[config.mk]
export PLATFORM = sky130hd
export DESIGN_NAME = avalon_st_packet_fifo
export DESIGN_NICKNAME = d
export VERILOG_FILES = /design/src/rtl/avalon_st_packet_fifo_pkg.sv /design/src/rtl/sync_fifo_mem.sv /design/src/rtl/avalon_st_packet_fifo.sv
export SDC_FILE = /design/constraint.sdc
export NUM_CORES = 1
export LEC_CHECK = 0
export BUFFER_PORTS_ARGS = -buffer_cell sky130_fd_sc_hd__buf_4
export CORE_MARGIN = 2
export CORE_UTILIZATION = 55
export CTS_CLUSTER_DIAMETER = 60
export DETAILED_ROUTE_END_ITERATION = 16
export GPL_TIMING_DRIVEN = 0
export PLACE_DENSITY = 0.82
export SLEW_MARGIN = 10
export SYNTH_ARGS = -nofsm -noshare
export SYNTH_HDL_FRONTEND = slang
export SYNTH_HIERARCHICAL = 1
export SYNTH_SLANG_ARGS = --single-unit
[constraint.sdc]
create_clock -name clk -period 7.4 [get_ports clk]
set_clock_uncertainty 0.15 [all_clocks]
set_input_delay 1.11 -clock clk [delete_from_list [all_inputs] [get_ports clk]]
set_output_delay 1.11 -clock clk [all_outputs]
set_load 0.01 [all_outputs]
[src/rtl/avalon_st_packet_fifo_pkg.sv]
// Shared definitions for the Avalon-ST packet FIFO: CSR address map and beat layout.
// Beat layout is {data, empty, sop, eop}; the top re-declares it at its own DATA_BYTES.
package avalon_st_packet_fifo_pkg;

  localparam logic [1:0] CSR_OCCUPANCY = 2'd0;
  localparam logic [1:0] CSR_HIGHWATER = 2'd1;
  localparam logic [1:0] CSR_PKT_COUNT = 2'd2;
  localparam logic [1:0] CSR_FRAME_ERR = 2'd3;

  localparam int BEAT_DATA_BYTES = 8;

  typedef struct packed {
    logic [BEAT_DATA_BYTES*8-1:0]         data;
    logic [$clog2(BEAT_DATA_BYTES)-1:0]   empty;
    logic                                 sop;
    logic                                 eop;
  } beat_t;

  function automatic int beat_width(input int data_bytes);
    return data_bytes*8 + $clog2(data_bytes) + 2;
  endfunction

endpackage

[src/rtl/sync_fifo_mem.sv]
// FIFO storage: one synchronous write port, one asynchronous read port.
// No reset on the array; validity is tracked by the pointers in the top level.
module sync_fifo_mem #(
  parameter int WIDTH = 8,
  parameter int DEPTH = 16
) (
  input  logic                     clk,
  input  logic                     i_we,
  input  logic [$clog2(DEPTH)-1:0] i_waddr,
  input  logic [WIDTH-1:0]         i_wdata,
  input  logic [$clog2(DEPTH)-1:0] i_raddr,
  output logic [WIDTH-1:0]         o_rdata
);

  logic [WIDTH-1:0] r_mem [DEPTH];

  always_ff @(posedge clk) begin
    if (i_we) r_mem[i_waddr] <= i_wdata;
  end

  assign o_rdata = r_mem[i_raddr];

endmodule

[src/rtl/avalon_st_packet_fifo.sv]
// Avalon-ST packet FIFO with first-word fall-through output and an Avalon-MM
// status block (occupancy, high-water, packet count, framing-error count).
module avalon_st_packet_fifo
  import avalon_st_packet_fifo_pkg::*;
#(
  parameter int DATA_BYTES = 8,
  parameter int DEPTH      = 16
) (
  input  logic                          clk,
  input  logic                          reset_n,
  input  logic [DATA_BYTES*8-1:0]       stream_in_data,
  input  logic [$clog2(DATA_BYTES)-1:0] stream_in_empty,
  input  logic                          stream_in_valid,
  input  logic                          stream_in_startofpacket,
  input  logic                          stream_in_endofpacket,
  output logic                          stream_in_ready,
  output logic [DATA_BYTES*8-1:0]       stream_out_data,
  output logic [$clog2(DATA_BYTES)-1:0] stream_out_empty,
  output logic                          stream_out_valid,
  output logic                          stream_out_startofpacket,
  output logic                          stream_out_endofpacket,
  input  logic                          stream_out_ready,
  input  logic [1:0]                    csr_address,
  input  logic                          csr_read,
  input  logic                          csr_write,
  input  logic [31:0]                   csr_writedata,
  output logic [31:0]                   csr_readdata,
  output logic                          csr_readdatavalid,
  output logic                          csr_waitrequest
);

  localparam int AW = $clog2(DEPTH);
  localparam int EW = $clog2(DATA_BYTES);
  localparam int BW = beat_width(DATA_BYTES);
  localparam logic [AW:0] FULL_CNT = (AW+1)'(DEPTH);

  typedef struct packed {
    logic [DATA_BYTES*8-1:0] data;
    logic [EW-1:0]           empty;
    logic                    sop;
    logic                    eop;
  } fifo_beat_t;

  logic [AW-1:0] r_wptr, r_rptr;
  logic [AW:0]   r_count, r_hwater;
  logic [31:0]   r_pkt_cnt, r_err_cnt, r_csr_rdata;
  logic          r_in_packet, r_csr_rdv;

  fifo_beat_t    w_wbeat, w_rbeat;
  logic [BW-1:0] w_rdata;
  logic [AW:0]   w_count_nxt;
  logic          w_full, w_empty, w_push, w_pop, w_frame_err, w_hw_clr;

  assign w_full  = (r_count == FULL_CNT);
  assign w_empty = (r_count == '0);

  // reset_n gating keeps ready low during reset yet lets the first edge after release push
  assign stream_in_ready  = reset_n & ~w_full;
  assign stream_out_valid = ~w_empty;
  assign csr_waitrequest  = ~reset_n;

  assign w_push = stream_in_valid & stream_in_ready;
  assign w_pop  = stream_out_valid & stream_out_ready;
  assign w_count_nxt = r_count + (AW+1)'(w_push) - (AW+1)'(w_pop);
  assign w_hw_clr = csr_write & ~csr_waitrequest & (csr_address == CSR_HIGHWATER);

  assign w_frame_err = w_push &
    ((stream_in_startofpacket & r_in_packet) |
     (stream_in_endofpacket & ~stream_in_startofpacket & ~r_in_packet));

  assign w_wbeat = '{data:  stream_in_data,
                     empty: stream_in_empty,
                     sop:   stream_in_startofpacket,
                     eop:   stream_in_endofpacket};
  assign w_rbeat = fifo_beat_t'(w_rdata);

  assign stream_out_data          = w_rbeat.data;
  assign stream_out_empty         = w_rbeat.empty;
  assign stream_out_startofpacket = w_rbeat.sop;
  assign stream_out_endofpacket   = w_rbeat.eop;

  sync_fifo_mem #(.WIDTH(BW), .DEPTH(DEPTH)) u_mem (
    .clk     (clk),
    .i_we    (w_push),
    .i_waddr (r_wptr),
    .i_wdata (BW'(w_wbeat)),
    .i_raddr (r_rptr),
    .o_rdata (w_rdata)
  );

  always_ff @(posedge clk or negedge reset_n) begin
    if (!reset_n) begin
      r_wptr      <= '0;
      r_rptr      <= '0;
      r_count     <= '0;
      r_hwater    <= '0;
      r_pkt_cnt   <= '0;
      r_err_cnt   <= '0;
      r_in_packet <= 1'b0;
    end else begin
      if (w_push) r_wptr <= r_wptr + AW'(1);
      if (w_pop)  r_rptr <= r_rptr + AW'(1);
      r_count <= w_count_nxt;

      // a clear in the same cycle as a new maximum wins, landing on post-update occupancy
      if (w_hw_clr)                     r_hwater <= w_count_nxt;
      else if (w_count_nxt > r_hwater)  r_hwater <= w_count_nxt;

      if (w_pop && w_rbeat.eop) r_pkt_cnt <= r_pkt_cnt + 32'd1;
      if (w_frame_err && r_err_cnt != '1) r_err_cnt <= r_err_cnt + 32'd1;

      if (w_push) begin
        if (stream_in_startofpacket)    r_in_packet <= ~stream_in_endofpacket;
        else if (stream_in_endofpacket) r_in_packet <= 1'b0;
      end
    end
  end

  always_ff @(posedge clk or negedge reset_n) begin
    if (!reset_n) begin
      r_csr_rdv   <= 1'b0;
      r_csr_rdata <= '0;
    end else begin
      r_csr_rdv <= csr_read & ~csr_waitrequest;
      if (csr_read) begin
        case (csr_address)
          CSR_OCCUPANCY: r_csr_rdata <= 32'(r_count);
          CSR_HIGHWATER: r_csr_rdata <= 32'(r_hwater);
          CSR_PKT_COUNT: r_csr_rdata <= r_pkt_cnt;
          default:       r_csr_rdata <= r_err_cnt;
        endcase
      end
    end
  end

  assign csr_readdata      = r_csr_rdata;
  assign csr_readdatavalid = r_csr_rdv;

  logic w_unused;
  assign w_unused = ^csr_writedata;

endmodule
; Word level (Yosys, flattened, before mapping)
; Memories as Yosys holds them, arrays and structs flattened.
; Cells that the tools add are included.
[totals]
mem_bits_rw = 1104
ff_bits = 116
wordCells = 52
in_bits = 109
n_memories = 1
[classes]
n_eq_ne = 4
magnitude_cmp = 1
addsub = 6
mux = 7
bitwise_logic = 17
n_reduce_logical = 7
[memory_table]
columns = memory, depth, word_bits, read_ports, rd_ports_with_merged_regs, wr, line_no
row1 = u_mem.r_mem, 16, 69, 1, 0, 1, sync_fifo_mem.sv:15  ; logic [WIDTH-1:0] r_mem [DEPTH];
[ops]
columns = cell, count
row1 = case mux 32 bit (3 select lines), 1
row2 = "adder 32 x 1 -> 32 bit, second input constant", 2
row3 = "!= test 32 bit, second input constant", 1
row4 = AND 1 bit, 10
row5 = 2-to-1 mux 5 bit, 2
row6 = "adder 4 x 1 -> 4 bit, second input constant", 2
row7 = NOT 1 bit, 6
row8 = adder 5 x 1 -> 5 bit, 1
row9 = "== test 5 bit, second input constant", 1
row10 = > comparator 5 bit, 1
row11 = zero test 5 bit, 1
row12 = subtractor 5 x 1 -> 5 bit, 1
row13 = 2-to-1 mux 1 bit, 4
row14 = nonzero test 2 bit, 2
row15 = "== test 2 x 1 -> 1 bit, second input constant", 1
row16 = "== test 2 bit, second input constant", 1
row17 = logical AND 1 bit, 2
row18 = zero test 2 bit, 1
row19 = AND reduction 2 bit, 1
row20 = bitwise OR 1 bit, 1

; Logic depth before layout (Yosys ltp)
; Gate-level depths: netlist (run 1).
[logic_depth]
word_depth = 9
depth_mapped = 19
mapped_depth_nobuf = 18

; Cells and area by module
; Netlist (run 1), hierarchy kept.
[modules_own_cells]
columns = module, cells_per_inst, area_each_um2, seq_area_each_um2, n_inst
row1 = sync_fifo_mem, 1707, 41312.1, 33151.8, 1
row2 = avalon_st_packet_fifo, 517, 5713.0, 2902.8, 1

; Worst setup path after synthesis (run 1)
; OpenSTA, ideal clock, no wires.
[synth_timing]
kind = input to register
from = in stream_in_valid
to = mem u_mem/r_mem[0][0] (netlist name) (enable)
n_path_buf = 1
slack_ns = -0.091
path_stages = 4
arrival_ns = 6.760
t_required_ns = 6.669
cell_sequence = and3_1 -> clkbuf_1 -> or3b_2 -> nor3_1
[synth_between]
elab_chain_len = 3
[synth_rtl]
columns = element, line_no
row1 = start: declaration, avalon_st_packet_fifo.sv:13  ; input logic stream_in_valid,
row2 = AND 1 bit, avalon_st_packet_fifo.sv:62  ; assign w_push = stream_in_valid & stream_in_ready;
row3 = named net w_push, avalon_st_packet_fifo.sv:52  ; logic w_full, w_empty, w_push, w_pop, w_frame_err, w_hw_clr;
row4 = 2-to-1 mux 1 bit, sync_fifo_mem.sv:18  ; if (i_we) r_mem[i_waddr] <= i_wdata;
row5 = 2-to-1 mux 1 bit (not written as such), sync_fifo_mem.sv:18
row6 = end: declaration, sync_fifo_mem.sv:15
; The timed path passes the listed nets, and every way through them passes these cells.

; Worst setup path after layout (run 1)
[layout_timing]
from = in reset_n
to = reg r_hwater[1]
[layout_between]
elab_chain_len = 6
[layout_rtl]
columns = element, line_no
row1 = start: declaration, avalon_st_packet_fifo.sv:10  ; input logic reset_n,
row2 = AND 1 bit, avalon_st_packet_fifo.sv:58  ; assign stream_in_ready = reset_n & ~w_full;
row3 = AND 1 bit, avalon_st_packet_fifo.sv:62
row4 = named net w_push, avalon_st_packet_fifo.sv:52
row5 = adder 5 x 1 -> 5 bit, avalon_st_packet_fifo.sv:64  ; assign w_count_nxt = r_count + (AW+1)'(w_push) - (AW+1)'(w_pop);
row6 = subtractor 5 x 1 -> 5 bit, avalon_st_packet_fifo.sv:64
row7 = named net w_count_nxt[4], avalon_st_packet_fifo.sv:51  ; logic [AW:0] w_count_nxt;
row8 = > comparator 5 bit, avalon_st_packet_fifo.sv:107  ; else if (w_count_nxt > r_hwater) r_hwater <= w_count_nxt;
row9 = nonzero test 2 bit (no line), --
row10 = end signal: assignment, avalon_st_packet_fifo.sv:106  ; if (w_hw_clr) r_hwater <= w_count_nxt;
row11 = end signal: assignment, avalon_st_packet_fifo.sv:107
row12 = end: declaration, avalon_st_packet_fifo.sv:45  ; logic [AW:0] r_count, r_hwater;
; The timed path passes the listed nets, and every way through them passes these cells. The select of a mux whose other input is x is not followed.
; A chain may end at the register's enable or synchronous reset.

==> flow_summary_export.csv, run 1 <==
group,metric,value,unit
pwr,net_switching_share_of_the_total_power,31.1,%
die,floorplan.initialDensity,55.3,%
final_layout,num-nets-final,2713,
die,design.portCount,214,
die,floorplan.die_area,0.0879,mm²
timing,fmax,0.187,GHz
worst_setup_path,critical_path.cell_chain,"buf_6 > and3_1 > clkbuf_1 > or2_2 > nand2_1 > ha_1 > fa_1 > a21oi_1 > nor2_1 > nor2_1 > xnor2_1 > ha_1 > nand4_1 > or2_2 > a21oi_1 > mux2_2",
synth,syn-instance-count,2224,
timing,setup_viol,0,
synth,synth_area_per_cell,21.1,µm²
worst_setup_path,setup.worst_path.end_class,"flip-flop",
global_routing,grt_overflow_total,0,
worst_setup_path,crit_buf_inv,2,
pwr,intPower,0.0140,W
pwr,max-vdd-ir-drop,0.000250,V
die,rows,107,
clock_network,tritoncts,"built",
worst_setup_path,cpMaxStageDelayCell,"buf_6",
timing,timing.final.max_slew_violations,0,
timing,setup_tns,0,ns
detailed_routing,wl_per_cell,30.9,µm
global_routing,busiest_layer_in_global_routing,"met2",
worst_setup_path,max_stage_delay,0.76,ns
clock_network,cts_hold_buf,0,
global_routing,use_met2,47.1,%
clock_network,cts_inserted_buffers,114,
run_status,run_status,"finished clean",
timing,max_slew.worst_pin.slew,1.28,ns
detailed_routing,first_iter_violations,3145,
global_routing,number_of_antenna_violations_at_the_first_check_in_global_routing,13,
place,placed_instance_area,0.0511,mm²
final_layout,layout-drive-gt1-share,29.7,%
pwr,p_switching,0.00632,W
clock_network,cts_resized,0,
timing,rsz0062_at_grt,"no",
synth,yosys_warnings,6,
worst_setup_path,critical_path_class,"in -> reg",
timing,post-route-min-period,5.33,ns
global_routing,gr-usage-all-layers,27.4,%
place,port_buffers,178,
pwr,clockPowerShare,29.1,%
pwr,leakagePower,18.6,nW
synth,yosysSeqAreaShare,76.7,%
place,pre_cts_slack,1.45,ns
synth,yosys.cell_types.count,53,
global_routing,grtUsageMet1,33.8,%
global_routing,grt.met3_usage,5.99,%
die,fp.dieW,296,µm
detailed_routing,ant_nets,0,
detailed_routing,detail_route.first_pass.iterations,5,
worst_setup_path,sort_of_element_at_the_start_of_the_critical_path,"primary input",
worst_setup_path,worst-endpoint-arrival,5.75,ns
synth,synthFlopType,"edfxtp_1",
synth,synth.cell_area,0.0470,mm²
timing,timing.final.crit_share,72.1,%
pwr,sequential_power_share,40.1,%
final_layout,layout_commonest_cell,"edfxtp_1",
clock_network,clkSlewWorstSetupHoldPaths,0.06,ns
global_routing,grt_pass1_vias,25900,
clock_network,cts-htree-levels,3,
place,finalWeightedCongestion,0.828,
global_routing,wire_length_of_the_first_global_routing_pass,172,mm
timing,max_slew_margin_vs_limit,14.7,%
clock_network,clock_sink_count,1220,
synth,ys_ff_latch,1220,
die,fp.coreArea,0.0850,mm²
pwr,comb_power_share,30.8,%
synth,synth_edf_count,1104,
clock_network,post-cts-setup-buffer-count,0,
die,die_height,296,µm
worst_setup_path,critical_path_peak_fanout,123,
place,place.detailed.hpwl,71.0,mm
clock_network,cts-root-to-sink-buffers,3,
detailed_routing,postRouteWirelength,119,mm
worst_setup_path,worstPathRequired,7.82,ns
clock_network,clk_latency,0.68,ns
synth,synth_async_sr_flop_share,9.51,%
detailed_routing,routed-via-count,24800,
global_routing,grt_max_degree,124,
worst_setup_path,cp_top_family,"simple AND/OR/NAND/NOR gates",
pwr,p_per_area,370,mW/mm²
detailed_routing,detail_route.vias_per_cell,6.47,
worst_hold_path,holdCritPathClass,"reg -> reg",
detailed_routing,drc,0,
clock_network,cts_root_buffer,"clkbuf_16",
final_layout,top_library_cells_by_usage_in_the_layout_fill_and_taps_aside,"1104 x edfxtp_1, 281 x mux4_2, 206 x buf_4",
final_layout,area_delta_synth_final,16.7,%
final_layout,layout.cell_area.non_filler,0.0549,mm²
flow_run,drv.max_cap_violation_count,0,
final_layout,n_fill_cell,5199,
timing,hold_violations,0,
timing,worst_slack,2.07,ns
synth,syn-num-nets,2348,
-- metal layers --
metal | share of wire (%) | up-vias
li1 | - | 9935
met1 | 35 | 12900
met2 | 52 | 1660
met3 | 9.3 | 298
met4 | 3.9 | 14
met5 | 0.069 | -
-- path summary, 6_finish.rpt --
kind / start / end / slack (ns) / depth (start not counted)
hold reg to reg: r_err_cnt[13] / r_err_cnt[13] / 0.34 / 1
max in group asynchronous: reset_n / r_count[1] / 5.94 / 1
min in group asynchronous: reset_n / r_err_cnt[24] / 0.45 / 1
hold / removal: r_err_cnt[13] / r_err_cnt[13] / 0.34 / 1
setup / recovery: reset_n / r_hwater[1] / 2.07 / 16
setup reg to reg: r_count[2] / r_hwater[1] / 2.60 / 18
-- kinds of logic (layout without fill, tap and decap cells) --
logic type / Yosys count / after routing / share of synthesized area, %
compound gates: 184 / 184 / 2.84
xor+xnor: 67 / 67 / 1.25
fa+ha+maj: 15 / 15 / 0.415
buf+inv: 154 / 615 / 1.63
flops: 1220 / 1220 / 76.7
mux: 323 / 323 / 14.4
other cells: 0 / 7 / 0
simple gates: 261 / 261 / 2.81
-- through the flow --
step           power, W  util (%)  hold WS (ns)  std cells
2_1_floorplan    0.0120         -         0.291       2224
3_3_place_gp     0.0141      58.6         0.308       3546
3_5_place_dp     0.0144      60.1         0.335       3617
4_1_cts          0.0204      64.5         0.343       3829
5_1_grt          0.0209      64.6         0.365       3835
6_report         0.0203      64.6         0.344       3836
-- area by class of cell --
class | instances | area (µm²) | area share [%]
Multi-Input combinational cell | 850 | 10300 | 18.8
Buffer | 109 | 598 | 1.09
Tap cell | 1144 | 1430 | 2.61
Inverter | 45 | 169 | 0.308
Clock inverter | 69 | 699 | 1.27
Sequential cell | 1220 | 36100 | 65.7
Timing Repair Buffer | 249 | 2540 | 4.62
Clock buffer | 143 | 3070 | 5.58
Antenna cell | 7 | 17.5 | 0.0319
-- state kept, by name (all words and copies together), names as in the netlist --
signal	cells
u_mem/r_mem	1104
csr_readdata	32
r_err_cnt	32
r_pkt_cnt	32
r_count	5
r_hwater	5
r_rptr	4
r_wptr	4
csr_readdatavalid	1
r_in_packet	1
-- synth_stat cells (all sizes together) (2+ instances only) --
cell	n	area share, %
mux4	281	13
o22ai	27	0.36
nand3b	2	0.032
nand2b	3	0.040
nor2b	3	0.040
a22oi	138	2.2
nor3	20	0.24
mux2	15	0.36
a21oi	9	0.096
o21ai	3	0.032
xnor2	27	0.50
or2	3	0.040
nor3b	6	0.12
and3	9	0.13
xor2	40	0.75
clkbuf	43	0.34
and4	4	0.074
ha	14	0.37
nand3	27	0.30
buf	66	0.93
nand2	110	0.88
mux2i	27	0.57
nor2	41	0.33
edfxtp	1104	70
dfrtp	116	6.2
and2	6	0.080
inv	45	0.36
nor4	8	0.17
nand4	13	0.21
-- power by group through the flow --
stage               sequential [W]  combinational, W  clock [W]
global route               0.00817           0.00658    0.00620
detailed placement         0.00827           0.00612          0
global placement           0.00831           0.00579          0
CTS                        0.00814           0.00627    0.00595
floorplan                  0.00825           0.00371          0
finish                     0.00815           0.00626    0.00591
No activity file was read; power rests on OpenSTA's default activity.
==> run 2, diff against run 1 <==
--- a/config.mk
+++ b/config.mk
@@ -7,11 +7,11 @@
 export LEC_CHECK = 0
 export BUFFER_PORTS_ARGS = -buffer_cell sky130_fd_sc_hd__buf_4
 export CORE_MARGIN = 2
-export CORE_UTILIZATION = 55
+export CORE_UTILIZATION = 60
 export CTS_CLUSTER_DIAMETER = 60
 export DETAILED_ROUTE_END_ITERATION = 16
 export GPL_TIMING_DRIVEN = 0
-export PLACE_DENSITY = 0.82
+export PLACE_DENSITY = 0.85
 export SLEW_MARGIN = 10
 export SYNTH_ARGS = -nofsm -noshare
 export SYNTH_HDL_FRONTEND = slang
==> constraint.sdc (replaced) <==
create_clock -name clk -period 5.05 [get_ports clk]
set_clock_uncertainty 0.15 [all_clocks]
set_input_delay 0.7575 -clock clk [delete_from_list [all_inputs] [get_ports clk]]
set_output_delay 0.7575 -clock clk [all_outputs]
set_load 0.01 [all_outputs]
==> flow_summary_export.csv, run 2 (synthesis gave the netlist of run 1 again) <==
group,metric,value,unit
timing,max_slew.worst_pin.slew,1.13,ns
clock_network,clkSlewWorstSetupHoldPaths,0.07,ns
detailed_routing,postRouteWirelength,122,mm
global_routing,gr-usage-all-layers,30.4,%
clock_network,clock_sink_count,1220,
timing,setup_viol,0,
die,floorplan.initialDensity,60.7,%
timing,timing.final.crit_share,97.6,%
worst_setup_path,cp_top_family,"adder cells",
flow_run,drv.max_cap_violation_count,0,
detailed_routing,detail_route.vias_per_cell,6.82,
final_layout,utilization,71.0,%
timing,hold_slack,-0.0358,ns
place,finalWeightedCongestion,0.793,
final_layout,area_delta_synth_final,17.0,%
worst_setup_path,critical_path_peak_fanout,8,
worst_setup_path,crit_buf_inv,2,
final_layout,most_flops_register,"u_mem/r_mem",
detailed_routing,wl_per_cell,32.6,µm
pwr,p_switching,0.00939,W
detailed_routing,drc,0,
worst_setup_path,critical_path.cell_chain,"inv_1 > ha_1 > or4b_1 > buf_2 > nand2_1 > or2_2 > nand2_1 > ha_1 > fa_1 > a21oi_1 > nor2_1 > nor2_1 > xnor2_1 > ha_1 > a21oi_1 > o221ai_1 > a21oi_4 > mux2_2",
worst_hold_path,holdCritPathClass,"in -> async",
timing,setup_tns,0,ns
final_layout,layout_commonest_cell,"edfxtp_1",
pwr,sequential_power_share,39.8,%
clock_network,cts-htree-levels,3,
global_routing,number_of_antenna_violations_at_the_first_check_in_global_routing,4,
worst_setup_path,sort_of_element_at_the_start_of_the_critical_path,"flip-flop",
final_layout,layout.cell_area.non_filler,0.0550,mm²
pwr,clockPowerShare,29.3,%
place,port_buffers,178,
final_layout,footprint_of_the_multi_input_gates,0.0103,mm²
worst_setup_path,worstPathRequired,5.46,ns
pwr,p_per_area,547,mW/mm²
final_layout,final-seq-area,0.0361,mm²
clock_network,tritoncts,"built",
global_routing,grt_max_degree,124,
place,place.detailed.hpwl,72.0,mm
die,fp.dieW,284,µm
worst_setup_path,cpMaxStageDelayCell,"fa_1",
place,placed_instance_area,0.0512,mm²
final_layout,layout-drive-gt1-share,29.6,%
worst_setup_path,worst-endpoint-arrival,5.34,ns
clock_network,cts_root_buffer,"clkbuf_16",
die,rows,102,
global_routing,wire_length_of_the_first_global_routing_pass,177,mm
pwr,power.total,0.0301,W
pwr,leakagePower,18.7,nW
clock_network,clk_latency,0.68,ns
pwr,max-vdd-ir-drop,0.000385,V
detailed_routing,detail_route.first_pass.iterations,5,
global_routing,grt_overflow_total,0,
run_status,run_status,"finished, violations left",
final_layout,num-nets-final,2706,
detailed_routing,first_iter_violations,3435,
clock_network,cts_hold_buf,0,
detailed_routing,routed-via-count,25400,
detailed_routing,ant_nets,0,
die,design.portCount,214,
die,floorplan.die_area,0.0806,mm²
clock_network,cts_inserted_buffers,117,
timing,max_slew_margin_vs_limit,24.5,%
worst_setup_path,setup.worst_path.end_class,"flip-flop",
final_layout,top_library_cells_by_usage_in_the_layout_fill_and_taps_aside,"1104 x edfxtp_1, 281 x mux4_2, 191 x buf_4",
worst_setup_path,max_stage_delay,0.46,ns
die,fp.coreArea,0.0775,mm²
pwr,intPower,0.0207,W
timing,timing.final.max_slew_violations,0,
worst_setup_path,critical_path_class,"reg -> reg",
timing,post-route-min-period,4.93,ns
timing,fmax,0.203,GHz
pwr,net_switching_share_of_the_total_power,31.2,%
worst_setup_path,critical_path.most_common_cell,"ha_1",
pwr,comb_power_share,31.0,%
run_status,failed_checks,"negative hold slack",
final_layout,n_fill_cell,4284,
timing,hold_violations,12,
global_routing,grt_pass1_vias,26200,
final_layout,largest_register_ff_count,1104,
die,die_height,284,µm
clock_network,cts-root-to-sink-buffers,3,
==> run 2: power groups by stage <==
stage / Sequential (W) / Clock [W] / Combinational [W]
after global routing: 0.0120 / 0.00924 / 0.00977
after floorplan: 0.0121 / 0 / 0.00543
after CTS: 0.0120 / 0.00886 / 0.00928
after global placement: 0.0122 / 0 / 0.00839
after detailed placement: 0.0121 / 0 / 0.00896
final: 0.0120 / 0.00881 / 0.00933
==> run 2: what timing repair did <==
item / CTS / global route
setup buffers: 0 / 0
resized for setup: 2 / 1
endpoints found under the setup margin: 5 / 5
pin swaps: 0 / 0
==> run 2: final cells by class <==
type	instances	share of cell area, %
Sequential cell	1220	65.5
Multi-Input combinational cell	850	18.8
Clock buffer	141	5.67
Timing Repair Buffer	240	4.90
Tap cell	1040	2.36
Clock inverter	75	1.33
Buffer	108	1.08
Inverter	45	0.307
Antenna cell	7	0.0318
==> run 2: worst paths after layout <==
kind | start | endpoint | slack (ns) | cells after the start
worst max-delay path | r_count[2] | r_hwater[1] | 0.12 | 18
min in group clk | stream_in_data[45] | u_mem/r_mem[9][50] | 0.22 | 1
worst min-delay path | reset_n | csr_readdata[24] | -0.04 | 1
max in group asynchronous | reset_n | r_pkt_cnt[29] | 4.12 | 1
worst max register to register | r_count[2] | r_hwater[1] | 0.12 | 18
worst min register to register | r_err_cnt[11] | r_err_cnt[11] | 0.34 | 1
==> run 2: through the flow <==
step	hold slack [ns]	worst slack [ns]	instances
after global routing	0.0651	-0.00396	3723
final	-0.0358	0.121	3726
after detailed placement	0.324	-0.776	3504
after floorplan	0.291	-0.226	2224
after global placement	0.309	-4.54	3442
after CTS	0.0272	0.0657	3720
==> run 2: metal layers <==
layer / wire [µm] / up-vias / track usage [%]
met3: 12700 / 296 / 6.11
met4: 4390 / 0 / 10.6
met2: 62500 / 1895 / 51.3
met1: 42000 / 13300 / 39.9
met5: 0 / - / 0
li1: - / 9900 / -
==> run 2: worst reg2reg max path: stages (launching register included) <==
cell	delay, ns
dfrtp_1	0.43
inv_1	0.13
ha_1	0.19
or4b_1	0.43
buf_2	0.18
nand2_1	0.22
or2_2	0.21
nand2_1	0.08
ha_1	0.25
fa_1	0.46
a21oi_1	0.23
nor2_1	0.06
nor2_1	0.12
xnor2_1	0.20
ha_1	0.33
a21oi_1	0.19
o221ai_1	0.23
a21oi_4	0.34
mux2_2	0.38
